<file path="src/rtl/trap_controller.sv">
// Trap controller: arbitrates exceptions, interrupts and mret, offers the trap record to the CSR
// unit over valid/ack, then flushes, redirects the PC and masks requests for a drain window.
module trap_controller #(
  parameter int XLEN         = 32,
  parameter int NUM_SRC      = 4,
  parameter int NUM_IRQ      = 3,
  parameter int CAUSE_W      = 4,
  parameter int DRAIN_CYCLES = 2
) (
  input  logic                       clk,
  input  logic                       rst,
  input  logic [NUM_SRC-1:0]         exc_req,
  input  logic [NUM_SRC*CAUSE_W-1:0] exc_cause,
  input  logic [NUM_SRC*XLEN-1:0]    exc_pc,
  input  logic [NUM_SRC*XLEN-1:0]    exc_tval,
  input  logic [NUM_IRQ-1:0]         irq_pending,
  input  logic                       irq_enable,
  input  logic                       wb_valid,
  input  logic [XLEN-1:0]            wb_pc,
  input  logic                       mret_req,
  input  logic [XLEN-1:0]            mepc_in,
  input  logic [XLEN-1:0]            trap_vector,
  input  logic                       csr_ack,
  output logic                       trap_valid,
  output logic                       trap_is_irq,
  output logic [CAUSE_W-1:0]         trap_cause,
  output logic [XLEN-1:0]            trap_pc,
  output logic [XLEN-1:0]            trap_tval,
  output logic                       flush,
  output logic                       redirect_valid,
  output logic [XLEN-1:0]            redirect_pc,
  output logic                       busy
);

  typedef enum logic [1:0] {S_IDLE, S_OFFER, S_REDIRECT, S_DRAIN} state_t;

  state_t               state_q, state_d;
  logic [3:0]           drain_cnt_q, drain_cnt_d;
  logic                 trap_valid_q, trap_valid_d;
  logic                 trap_is_irq_q, trap_is_irq_d;
  logic [CAUSE_W-1:0]   trap_cause_q, trap_cause_d;
  logic [XLEN-1:0]      trap_pc_q, trap_pc_d;
  logic [XLEN-1:0]      trap_tval_q, trap_tval_d;
  logic                 flush_q, flush_d;
  logic                 redirect_valid_q, redirect_valid_d;
  logic [XLEN-1:0]      redirect_pc_q, redirect_pc_d;
  logic                 busy_q, busy_d;

  logic                 exc_hit, irq_hit;
  logic [CAUSE_W-1:0]   arb_cause;
  logic [XLEN-1:0]      arb_pc, arb_tval;

  // Loops run high-to-low so the lowest index is the last (winning) assignment.
  always_comb begin
    exc_hit   = 1'b0;
    irq_hit   = 1'b0;
    arb_cause = '0;
    arb_pc    = '0;
    arb_tval  = '0;
    for (int i = NUM_SRC - 1; i >= 0; i--) begin
      if (exc_req[i]) begin
        exc_hit   = 1'b1;
        arb_cause = exc_cause[i*CAUSE_W +: CAUSE_W];
        arb_pc    = exc_pc[i*XLEN +: XLEN];
        arb_tval  = exc_tval[i*XLEN +: XLEN];
      end
    end
    if (!exc_hit && irq_enable && wb_valid) begin
      for (int j = NUM_IRQ - 1; j >= 0; j--) begin
        if (irq_pending[j]) begin
          irq_hit   = 1'b1;
          arb_cause = CAUSE_W'(j);
          arb_pc    = wb_pc;
          arb_tval  = '0;
        end
      end
    end
  end

  always_comb begin
    state_d          = state_q;
    drain_cnt_d      = drain_cnt_q;
    trap_valid_d     = trap_valid_q;
    trap_is_irq_d    = trap_is_irq_q;
    trap_cause_d     = trap_cause_q;
    trap_pc_d        = trap_pc_q;
    trap_tval_d      = trap_tval_q;
    flush_d          = 1'b0;
    redirect_valid_d = 1'b0;
    redirect_pc_d    = redirect_pc_q;
    case (state_q)
      S_IDLE: begin
        if (exc_hit || irq_hit) begin
          state_d       = S_OFFER;
          trap_valid_d  = 1'b1;
          trap_is_irq_d = irq_hit;
          trap_cause_d  = arb_cause;
          trap_pc_d     = arb_pc;
          trap_tval_d   = arb_tval;
        end else if (mret_req) begin
          state_d          = S_REDIRECT;
          trap_is_irq_d    = 1'b0;
          flush_d          = 1'b1;
          redirect_valid_d = 1'b1;
          redirect_pc_d    = mepc_in;
          drain_cnt_d      = 4'(DRAIN_CYCLES);
        end
      end
      S_OFFER: begin
        if (csr_ack) begin
          state_d          = S_REDIRECT;
          trap_valid_d     = 1'b0;
          flush_d          = 1'b1;
          redirect_valid_d = 1'b1;
          redirect_pc_d    = trap_vector;
          drain_cnt_d      = 4'(DRAIN_CYCLES);
        end
      end
      // The redirect cycle is the first masked cycle of the drain window.
      S_REDIRECT, S_DRAIN: begin
        drain_cnt_d = drain_cnt_q - 4'd1;
        state_d     = (drain_cnt_q <= 4'd1) ? S_IDLE : S_DRAIN;
      end
      default: state_d = S_IDLE;
    endcase
    busy_d = (state_d != S_IDLE);
  end

  always_ff @(posedge clk) begin
    if (rst) begin
      state_q          <= S_IDLE;
      drain_cnt_q      <= '0;
      trap_valid_q     <= 1'b0;
      trap_is_irq_q    <= 1'b0;
      trap_cause_q     <= '0;
      trap_pc_q        <= '0;
      trap_tval_q      <= '0;
      flush_q          <= 1'b0;
      redirect_valid_q <= 1'b0;
      redirect_pc_q    <= '0;
      busy_q           <= 1'b0;
    end else begin
      state_q          <= state_d;
      drain_cnt_q      <= drain_cnt_d;
      trap_valid_q     <= trap_valid_d;
      trap_is_irq_q    <= trap_is_irq_d;
      trap_cause_q     <= trap_cause_d;
      trap_pc_q        <= trap_pc_d;
      trap_tval_q      <= trap_tval_d;
      flush_q          <= flush_d;
      redirect_valid_q <= redirect_valid_d;
      redirect_pc_q    <= redirect_pc_d;
      busy_q           <= busy_d;
    end
  end

  assign trap_valid     = trap_valid_q;
  assign trap_is_irq    = trap_is_irq_q;
  assign trap_cause     = trap_cause_q;
  assign trap_pc        = trap_pc_q;
  assign trap_tval      = trap_tval_q;
  assign flush          = flush_q;
  assign redirect_valid = redirect_valid_q;
  assign redirect_pc    = redirect_pc_q;
  assign busy           = busy_q;

endmodule

</file>
<file path="config.mk">
export PLATFORM = sky130hd
export DESIGN_NAME = trap_controller
export DESIGN_NICKNAME = d
export VERILOG_FILES = /design/src/rtl/trap_controller.sv
export SDC_FILE = /design/constraint.sdc
export NUM_CORES = 1
export LEC_CHECK = 0
export ABC_AREA = 1
export BUFFER_PORTS_ARGS = -buffer_cell sky130_fd_sc_hd__buf_2
export CORE_AREA = 2 2 187 189
export DETAILED_ROUTE_END_ITERATION = 8
export DIE_AREA = 0 0 189 191
export PLACE_DENSITY_LB_ADDON = 0.08
export SYNTH_ARGS = -nofsm -noshare
export SYNTH_HDL_FRONTEND = slang
export SYNTH_SLANG_ARGS = --single-unit
</file>
<file path="constraint.sdc">
create_clock -name clk -period 1.85 [get_ports clk]
set_input_delay 0.2775 -clock clk [delete_from_list [all_inputs] [get_ports clk]]
set_output_delay 0.2775 -clock clk [all_outputs]
set_load 0.01 [all_outputs]
</file>
# After elaboration in Yosys (flattened, before gate mapping)
# Cells that the tools add are included.
[word_totals]
output_inout_bits = 105
wordCells = 87
register_bits = 110
[op_classes]
n_reduce_logical = 14
add_sub_neg = 1
eq_ne = 7
order_cmp = 1
mux = 54
[ops]
columns = ["op", "n"]
rows = [
  ["2-to-1 mux 32 bit", 19],
  ["case mux 32 bit (2 select lines)", 1],
  ["2-to-1 mux 4 bit", 11],
  ["2-to-1 mux 1 bit", 15],
  ["case mux 4 bit (3 select lines)", 1],
  ["2-to-1 mux 2 bit", 4],
  ["!= test 2 bit, second input constant", 4],
  ["case mux 2 bit (3 select lines)", 1],
  ["AND reduction 3 bit", 2],
  ["nonzero test 2 bit", 3],
  ["== test 2 bit, second input constant", 2],
  ["<= comparator 4 x 1 -> 1 bit, second input constant", 1],
  ["case mux 1 bit (2 select lines)", 2],
  ["AND reduction 2 bit", 2],
  ["AND reduction 4 bit", 1],
  ["subtractor 4 x 1 -> 4 bit, second input constant", 1],
  ["== test 2 x 1 -> 1 bit, second input constant", 1],
  ["logical AND 1 bit", 2],
  ["logical NOT 2 bit", 1],
  ["OR reduction 2 bit", 1],
  ["logical NOT 1 bit", 1],
  ["logical OR 1 bit", 1],
]

# Depth between registers and ports, before layout
[depth]
word_depth = 12
ltp_mapped = 9
mapped_depth_nobuf = 8

# Worst setup path after synthesis
# No wires, ideal clock.
[synth_timing]
kind = "in2reg"
start = "in exc_req[2]"
end = "reg redirect_pc_q[0] (netlist: redirect_pc[0])"
setup_slack_ns = 0.459
setup_ns = 0.115
t_required_ns = 1.735
t_arrival_ns = 1.276
stages = 9
path_cell_list = "buf_2 > nor2_2 > nand2_2 > a21oi_2 > nand2_1 > nand2_4 > buf_4 > and3_1 > nor2_1"
[synth_between]
elab_chain_len = 10
[synth_rtl]
columns = ["element", "line_no", "text"]
rows = [
  ["start: declaration", "12", "input logic [NUM_SRC-1:0] exc_req,"],
  ["2-to-1 mux 1 bit * (3 in series)", "61", "if (exc_req[i]) begin"],
  ["logical NOT 1 bit", "68", "if (!exc_hit && irq_enable && wb_valid) begin"],
  ["logical AND 1 bit (2 in series)", "68", ""],
  ["2-to-1 mux 1 bit", "68", ""],
  ["logical OR 1 bit *", "93", "if (exc_hit || irq_hit) begin"],
  ["!= test 2 bit (no source line) *", "--", ""],
  ["AND reduction 4 bit (no source line) *", "--", ""],
  ["end signal: assignment", "152", "redirect_pc_q <= redirect_pc_d;"],
  ["end: declaration", "46", "logic [XLEN-1:0] redirect_pc_q, redirect_pc_d;"],
]
# Every way passes the cells marked *; elsewhere a longest branch is shown, timed or not.
# A chain may end at the register's enable or synchronous reset.

# Worst setup path after layout
[layout_timing]
start = "reg state_q[0]"
end = "reg redirect_pc_q[10] (netlist: redirect_pc[10])"
[layout_between]
elab_chain_len = 3
word_cells_on_any_way = 8
classes_between = "4 x eq/ne; 1 x mux; 3 x reduce/logical"
[layout_rtl]
columns = ["element", "line_no", "text"]
rows = [
  ["start: declaration", "37", "state_t state_q, state_d;"],
  ["start signal: assignment", "143", "state_q <= state_d;"],
  ["== test 2 x 1 -> 1 bit / logical NOT 2 bit (equally long branches)", "91", "case (state_q)"],
  ["!= test 2 bit (no source line) / nonzero test 2 bit (equally long branches)", "--", ""],
  ["AND reduction 4 bit (no source line)", "--", ""],
]
# Several ways; a longest one is shown, not always the timed one.

==> results.yml <==
timing:
  setup_viol: 0
  rsz0062_at_grt: "no"
  slew-limit-headroom_pct: 73.7
  clock_skew_ns: 0.00860
  finalCritPeriodShare_pct: 83.1
  finalHoldViolCount: 0
  whs_ns: 0.197
  fmax_mhz: 651
  period_minus_slack_ns: 1.54
  fin_tns_setup_ns: 0
  tightest_slew_ns: 0.395
  maxSlewViolCount: 0
cells_and_area:
  multi_input_area_um2: 3570
  nFillCells: 3903
  drive_above_1_share_pct: 38.7
  final_cell_mix: "485 x buf_2, 257 x nand2_1, 110 x dfxtp_1"
  register_area_um2: 2200
  areaGrowthSynthToFinish_pct: 51.6
  mostFrequentLayoutCell: "buf_2"
  nNetsFinal: 1799
die:
  fp-row-count: 68
  die_area_um2: 36100
  die_w_um: 189
  fp.coreArea_um2: 34100
  start_util_pct: 18.7
  die_h_um: 191
  io_pins: 486
synth:
  yosysTopAreaCellShare_pct: 34.5
  synth-seq-cells: 110
  synthArstFlopShare_pct: 0
  synth_edf_count: 0
  yosysSeqAreaShare_pct: 34.5
  yosysTopAreaCell: "dfxtp_1"
  synth_flop_cell: "dfxtp_1"
  synth_fp_nets: 1356
  postSynthAreaPerCell_um2: 6.55
  yosys_warnings: 0
  synthCells: 973
  yosys-top-cells-area: "dfxtp_1 35%, nand2_1 15%, nand3_1 8.2%, o21ai_0 6.8%, a21oi_1 6.0%"
  synth_area_um2: 6380
  synth.distinct_cells: 27
place:
  place_hpwl_um: 24800
  port_buffers: 485
  place_congestion: 0.810
global_route:
  grt.overflow.total: 0
  grt_max_degree: 73
  grt_usage_pct: 16.8
  grt_pass1_vias: 7980
  grt_first_pass_wirelength_um: 46700
  antenna_found_initial: 5
clock_tree:
  cts_setup_buffers: 0
  clkTransAtPathRegs_ns: 0.09
  clockBufferDepth: 2
  clkLatencyLatePin_ns: 0.36
  ctsResizeCount: 0
  postCtsHoldBufs: 0
  numCtsBuffers: 9
  cts_max_level: 3
  tritoncts: "yes"
  clkSinkCount: 110
  root_buffer: "clkbuf_16"
critical_path:
  worstRegToRegCells: 8
  start_kind: "register"
  path_max_fanout: 33
  crit_arrival_ns: 1.80
  max_stage_delay_ns: 0.36
  crit_top_cell: "nor2_1"
  crit_path_cell_trace: "nor2_4 -> inv_1 -> nor2_1 -> nand2_1 -> nand2_4 -> buf_12 -> and3_1 -> nor2_1"
  slowest_stage: "dfxtp_1"
  crit_path_end_kind: "register"
  crit_required_ns: 2.11
  critPathKind: "reg2reg"
power_and_ir_drop:
  p_leak_uw: 0.00496
  cellPowerDensity_nw_per_um2: 778
  vdd_drop_max_mv: 0.469
status:
  status: "finished, final reports clean"
drt:
  finalWirelength_um: 31700
  ant_nets: 0
  drt_iter0_markers: 293
  drc: 0
  num_vias: 8167
  first_pass_iters: 5
  drt-vias-per-instance: 4.34
  wl_per_cell_um: 16.9
hold_path:
  worstHoldPathType: "in2reg"
  hold_depth: 3
flow_run:
  drv_cap: 0
cell type report:
type,instances,share of cell area (%)
clock buffers,9,2.33
repair buffers,518,28.8
multi-input cells,731,37.0
clock inverters,7,1.31
flip-flops and latches,110,22.8
diodes,4,0.104
well taps,455,5.89
inverters,46,1.80
cell usage after synthesis, types with 32 or more instances:
cell	count
nor2_1	40
buf_2	38
o22ai_1	33
nand3_1	105
o21ai_1	50
inv_1	45
and3_1	32
o21ai_0	86
o221ai_1	34
a21oi_1	77
nand2_1	258
dfxtp_1	110
per-layer routing:
metal	GRT usage (%)	part of all wire (%)	up-vias
li1	-	-	4237
met5	0	0	-
met3	4.24	7.6	32
met1	20.2	42	3583
met4	4.99	2.2	0
met2	29.4	48	315
final timing paths:
check                  start               to  slack (ns)
setup / recovery  state_q[0]  redirect_pc[10]        0.31
setup reg to reg  state_q[0]  redirect_pc[10]        0.31
hold reg to reg   trap_valid       trap_valid        0.48
hold / removal     wb_pc[22]      trap_pc[22]        0.20
stage by stage:
| step | instance area (um2) | worst slack [ns] | utilization, % | total power [uW] | cells |
|---|---|---|---|---|---|
| after CTS | 9660 | 0.311 | 28.3 | 7710 | 1876 |
| after global placement | 9310 | 0.0739 | 27.3 | 5270 | 1860 |
| final | 9670 | 0.313 | 28.3 | 7520 | 1880 |
| after detailed placement | 9310 | 0.0471 | 27.3 | 5270 | 1860 |
| after global routing | 9660 | 0.164 | 28.3 | 8050 | 1878 |
| after floorplan | 6380 | 0.459 | - | 4100 | 973 |
sequential cells by signal, summed over array words and instances (netlist names):
register and count:
drain_cnt_q 4, trap_pc 32, redirect_valid 1, trap_cause 4
state_q 2, redirect_pc 32, trap_tval 32, trap_valid 1
trap_is_irq 1, busy 1
worst max-delay path: cells and delay by family, from the launching register on:
kind,cells,cell delay (ns)
buffers and inverters,2,0.29
flip-flops,1,0.36
AND/OR/NAND/NOR,6,0.81
power by group:
| part | total (uW) | switching (uW) | internal (uW) |
|---|---|---|---|
| clock | 2360 | 1010 | 1350 |
| sequential | 2840 | 154 | 2690 |
| combinational | 2330 | 1340 | 982 |
kinds of logic (layout without fill, tap and decap cells):
group                    count (synthesis)  after routing  synth area share, %
AND/OR/NAND/NOR                        446            446                 30.3
AO/OA/AOI/OAI                          282            282                 24.9
buffers and inverters                  132            580                 9.75
flip-flops                             110            110                 34.5
adder cells (fa/ha/maj)                  2              2                0.392
XOR/XNOR                                 1              1                0.137
other                                    0              4                    0
Note: power is estimated with default switching activity, not from simulation.
